**config.mk**
```make
export PLATFORM = sky130hd
export DESIGN_NAME = iob_fifo_wr_arbiter
export DESIGN_NICKNAME = d
export VERILOG_FILES = /design/src/rtl/iob_fifo_wr_arbiter.sv
export SDC_FILE = /design/constraint.sdc
export NUM_CORES = 1
export LEC_CHECK = 0
export CORE_MARGIN = 8
export CORE_UTILIZATION = 28
export DETAILED_ROUTE_END_ITERATION = 8
export HOLD_SLACK_MARGIN = 0.03
export PLACE_DENSITY_LB_ADDON = 0.15
export SLEW_MARGIN = 40
export SYNTH_ARGS = -nofsm -noshare
export SYNTH_HDL_FRONTEND = slang
export SYNTH_SLANG_ARGS = --single-unit
```
**constraint.sdc**
```tcl
create_clock -name clk_i -period 2.52 [get_ports clk_i]
set_input_delay 0.378 -clock clk_i [delete_from_list [all_inputs] [get_ports clk_i]]
set_output_delay 0.378 -clock clk_i [all_outputs]
set_load 0.05 [all_outputs]
```
**src/rtl/iob_fifo_wr_arbiter.sv**
```systemverilog
// iob_fifo_wr_arbiter: round-robin arbiter sharing one FIFO write port among N_REQ packet producers
module iob_fifo_wr_arbiter #(
  parameter int N_REQ = 4,
  parameter int DATA_W = 32,
  parameter int MAX_BURST = 16,
  localparam int REQ_W = $clog2(N_REQ),
  localparam int CNT_W = $clog2(MAX_BURST + 1)
) (
  input  logic                    clk_i,
  input  logic                    rst_n_i,
  input  logic [N_REQ-1:0]        req_valid_i,
  input  logic [N_REQ*DATA_W-1:0] req_data_i,
  input  logic [N_REQ-1:0]        req_last_i,
  output logic [N_REQ-1:0]        req_ready_o,
  output logic                    fifo_w_en_o,
  output logic [DATA_W-1:0]       fifo_w_data_o,
  input  logic                    fifo_w_full_i,
  output logic [N_REQ-1:0]        grant_o,
  output logic [REQ_W-1:0]        grant_idx_o,
  output logic                    busy_o
);
  typedef enum logic {IDLE, XFER} state_t;
  state_t state;
  logic [REQ_W-1:0] ptr, win, nxt;
  logic [CNT_W-1:0] cnt;
  logic [DATA_W-1:0] d [N_REQ];
  logic xfer, rel;
  for (genvar k = 0; k < N_REQ; k++) begin : g_d
    assign d[k] = req_data_i[k*DATA_W +: DATA_W];
  end
  assign xfer = state == XFER;
  assign fifo_w_data_o = d[grant_idx_o];
  assign req_ready_o = (xfer && rst_n_i && !fifo_w_full_i) ? grant_o : '0;
  assign fifo_w_en_o = xfer & rst_n_i & ~fifo_w_full_i & req_valid_i[grant_idx_o];
  assign rel = fifo_w_en_o & (req_last_i[grant_idx_o] | cnt == CNT_W'(MAX_BURST - 1));
  assign nxt = grant_idx_o == REQ_W'(N_REQ - 1) ? '0 : grant_idx_o + 1'b1;
  // scan from the far end so the requester closest to ptr wins
  always_comb begin
    win = '0;
    for (int i = N_REQ - 1; i >= 0; i--)
      if (req_valid_i[(int'(ptr) + i) % N_REQ]) win = REQ_W'((int'(ptr) + i) % N_REQ);
  end
  always_ff @(posedge clk_i) begin
    if (!rst_n_i) begin
      state <= IDLE;
      grant_o <= '0;
      grant_idx_o <= '0;
      busy_o <= 1'b0;
      ptr <= '0;
      cnt <= '0;
    end else if (!xfer) begin
      if (|req_valid_i) begin
        state <= XFER;
        grant_o <= {{(N_REQ-1){1'b0}}, 1'b1} << win;
        grant_idx_o <= win;
        busy_o <= 1'b1;
        cnt <= '0;
      end
    end else if (rel) begin
      state <= IDLE;
      grant_o <= '0;
      grant_idx_o <= '0;
      busy_o <= 1'b0;
      ptr <= nxt;
      cnt <= '0;
    end else if (fifo_w_en_o) begin
      cnt <= cnt + 1'b1;
    end
  end
endmodule

```
==> impl_results.md <==
* Core Box Area at 0.00554 mm²
* # IOs at 183
* DRC errors left at 0
* Grt total ovfl at 0
* TNS Setup at 0 ns
* Area Growth Syn to Fin at 144%
* Final Util at 71.6%
* Area occupied by multi-input gates at 0.00125 mm²
* #FFs+latches synth at 15
* Largest net degree at the start of global routing at 26
* Filler cells at 413
* RSZ-0062 raised after global routing: no
* Max Cap Violations at 0
* RR Endpoint: cnt[2]$_SDFFE_PN0P_
* CP Capture Type: output port
* Vias in the first global route at 2112
* Main combinational cell family by area after synthesis: multiplexers
* Clock Tree Root: clkbuf_8
* Arr. time, crit path at 1.79 ns
* Hold path start: cnt[4]$_SDFFE_PN0P_
* Mapped Cells at 137
* Die Ht at 92.1 µm
* Clk_skew at 0.000699 ns
* Startpoint types: input pin
* Drt first pass iters at 4
* Required @ worst endpoint at 2.14 ns
* Post-CTS Setup Bufs at 0
* Reg2reg path depth at 7
* Cell taking the most area after synthesis: mux4_2
* Synth area leaders: mux4_2, dfxtp_1, ha_1, nand2_1, buf_2
* Syn Std Cell Area at 0.00162 mm²
* Worst skew pair latency at 0.25 ns
* Commonest non-fill, non-tap cell in the layout: clkdlybuf4s50_1
* Synthesized-area fraction occupied by adder cells at 2.31%
* Hold Path Depth at 1
* Clk slew on worst S/H paths at 0.06 ns
* Lkg Pwr at 1.50 nW
* Antenna-violating nets left at 0
* Endpoints failing hold at 0
* Post-synth ARST share at 0%
* Longest Clk Path Bufs at 2
* Top FF cell, synth: dfxtp_1
* Xor/xnor cell area share of the yosys netlist at 0%
* Min Tclk post-route at 2.17 ns
* PortBufs at 182
* Share of the synthesized area in the top cell type at 45.8%
* Slew headroom at 60.8%
* Vias per inst at 5.31
* Via Count at 2071
* Post-synth cell types at 40
* Max Clk Rate at 462 MHz
* Final Max Tran Viols at 0
* Die area at 0.00849 mm²
* Global-route wire length before repair at 14.0 mm
* CTS tree: yes
* Worst slew pin tran at 0.584 ns
* GPL Wtd Cong at 0.844
* H-tree depth at 1
* Antenna violations before repair at 0
* Syn. warnings at 0
* Sequential area share after synthesis at 18.5%
* First DRT Iteration DRCs at 59
* Sequential cell area at 302 µm²
* Layout cells sized above 1 at 27.4%
* Final WL at 9.54 mm
* Syn Nets at 279
* Critical path peak fanout at 9
* Worst hold path type: register to register
* NumNets Final at 461
* EDFF count, synth at 0
* N_diodes at 0
* Setup violators final at 0
* Floorplan row count at 27
* Hold buffers post-CTS at 0
* Reg-to-reg slack, setup at 0.58 ns
* Post-DP HPWL at 8.50 mm
* Kind of critical path: input pin to output port
* Peak supply drop at 0.000420 V
* Reg-to-Reg Start: cnt[0]$_SDFFE_PN0P_
* Clock sinks at 15
* Synth Area in Compound Gates at 11.9%
* Status: completed
* TritonCTS Buffers at 3
* Post-CTS resize count at 0
* Starting Density at 29.3%
* Hold endpoint: cnt[4]$_SDFFE_PN0P_
* Simple-gate portion of the synthesized area at 15.1%
* Drt wl/cell at 24.5 µm
* Post-synthesis mux area share at 47.6%
* Fin crit share at 86.0%
* Most frequent cells in the layout: clkdlybuf4s50_1, buf_12, mux4_2, dfxtp_1, nand2_1
* Chip Width at 92.1 µm
* Syn Area/Cell at 11.8 µm²
* GRT Util Overall at 21.6%
* PD cells at 340 mW/mm²
==> worst max path at each step <==
stage,cells after the start,to,start,slack (ns)
2_1_floorplan,3,fifo_w_data_o[10],grant_idx_o[0]$_SDFFE_PN0P_,0.28
3_3_place_gp,5,cnt[2]$_SDFFE_PN0P_,req_valid_i[0],0.26
3_5_place_dp,5,cnt[2]$_SDFFE_PN0P_,req_valid_i[0],0.18
4_1_cts,5,fifo_w_en_o,req_valid_i[0],0.35
5_1_grt,5,cnt[2]$_SDFFE_PN0P_,req_valid_i[0],0.28
6_report,5,fifo_w_en_o,req_valid_i[3],0.35
==> kinds of logic after synthesis <==
| logic type | after synthesis |
|---|---|
| buf+inv | 15 |
| compound gates | 24 |
| simple gates | 44 |
| mux | 36 |
| flops | 15 |
| fa+ha+maj | 3 |
==> final cells by class <==
cell class	count	share of cell area, %
clock buffer	4	1.14
sequential	15	7.60
tap	72	2.27
multi-input combinational	107	31.5
inverter	3	0.347
timing repair buffer	189	57.2
==> routing by layer <==
metal  vias up  global-route usage, %  wire length [µm]  part of all wire, %
met5         -                      0                 0                    0
met4         0                   3.22                44                 0.46
met2        84                   39.6              5010                   53
li1        941                      -                 -                    -
met3         4                   6.52               827                  8.7
met1      1042                   24.3              3660                   38
==> state kept, by name, summed over array words and instances (netlist names) <==
register     count
busy_o           1
cnt              5
grant_idx_o      2
grant_o          4
ptr              2
state            1
==> synthesized netlist by cell type (2+ instances only) <==
library cell  instances
a211oi_1              2
a21o_1                2
a21oi_1               3
a32o_1                2
a41o_1                2
and2_1                4
and3_1                4
buf_2                 6
clkbuf_1              5
dfxtp_1              15
ha_1                  3
inv_1                 2
mux2i_1               3
mux4_2               33
nand2_1              10
nand2b_1              2
nand3_1               4
nor2_1                5
nor3_1                4
nor4b_1               2
o21ai_0               2
o32ai_1               3
or4_1                 2
==> through the flow <==
stage	power [mW]	setup WS, ns	instances	instance area [µm²]	hold slack (ns)
3_3_place_gp	1.15	0.262	386	3920	0.438
3_5_place_dp	1.16	0.184	386	3920	0.473
6_report	1.35	0.354	390	3970	0.482
5_1_grt	1.40	0.275	390	3970	0.512
4_1_cts	1.36	0.350	390	3970	0.487
2_1_floorplan	0.652	0.280	137	1620	0.426
==> where the power goes <==
| part | switching [mW] | internal, mW |
|---|---|---|
| combinational | 0.389 | 0.508 |
| clock | 0.0831 | 0.112 |
| sequential | 0.00982 | 0.247 |
==> critical path, stage by stage <==
cell and delay, ns:
clkdlybuf4s50_1 0.49, mux4_2 0.54, nand2_4 0.14, inv_4 0.08, buf_12 0.15
No activity file was read; power rests on OpenSTA's default activity.
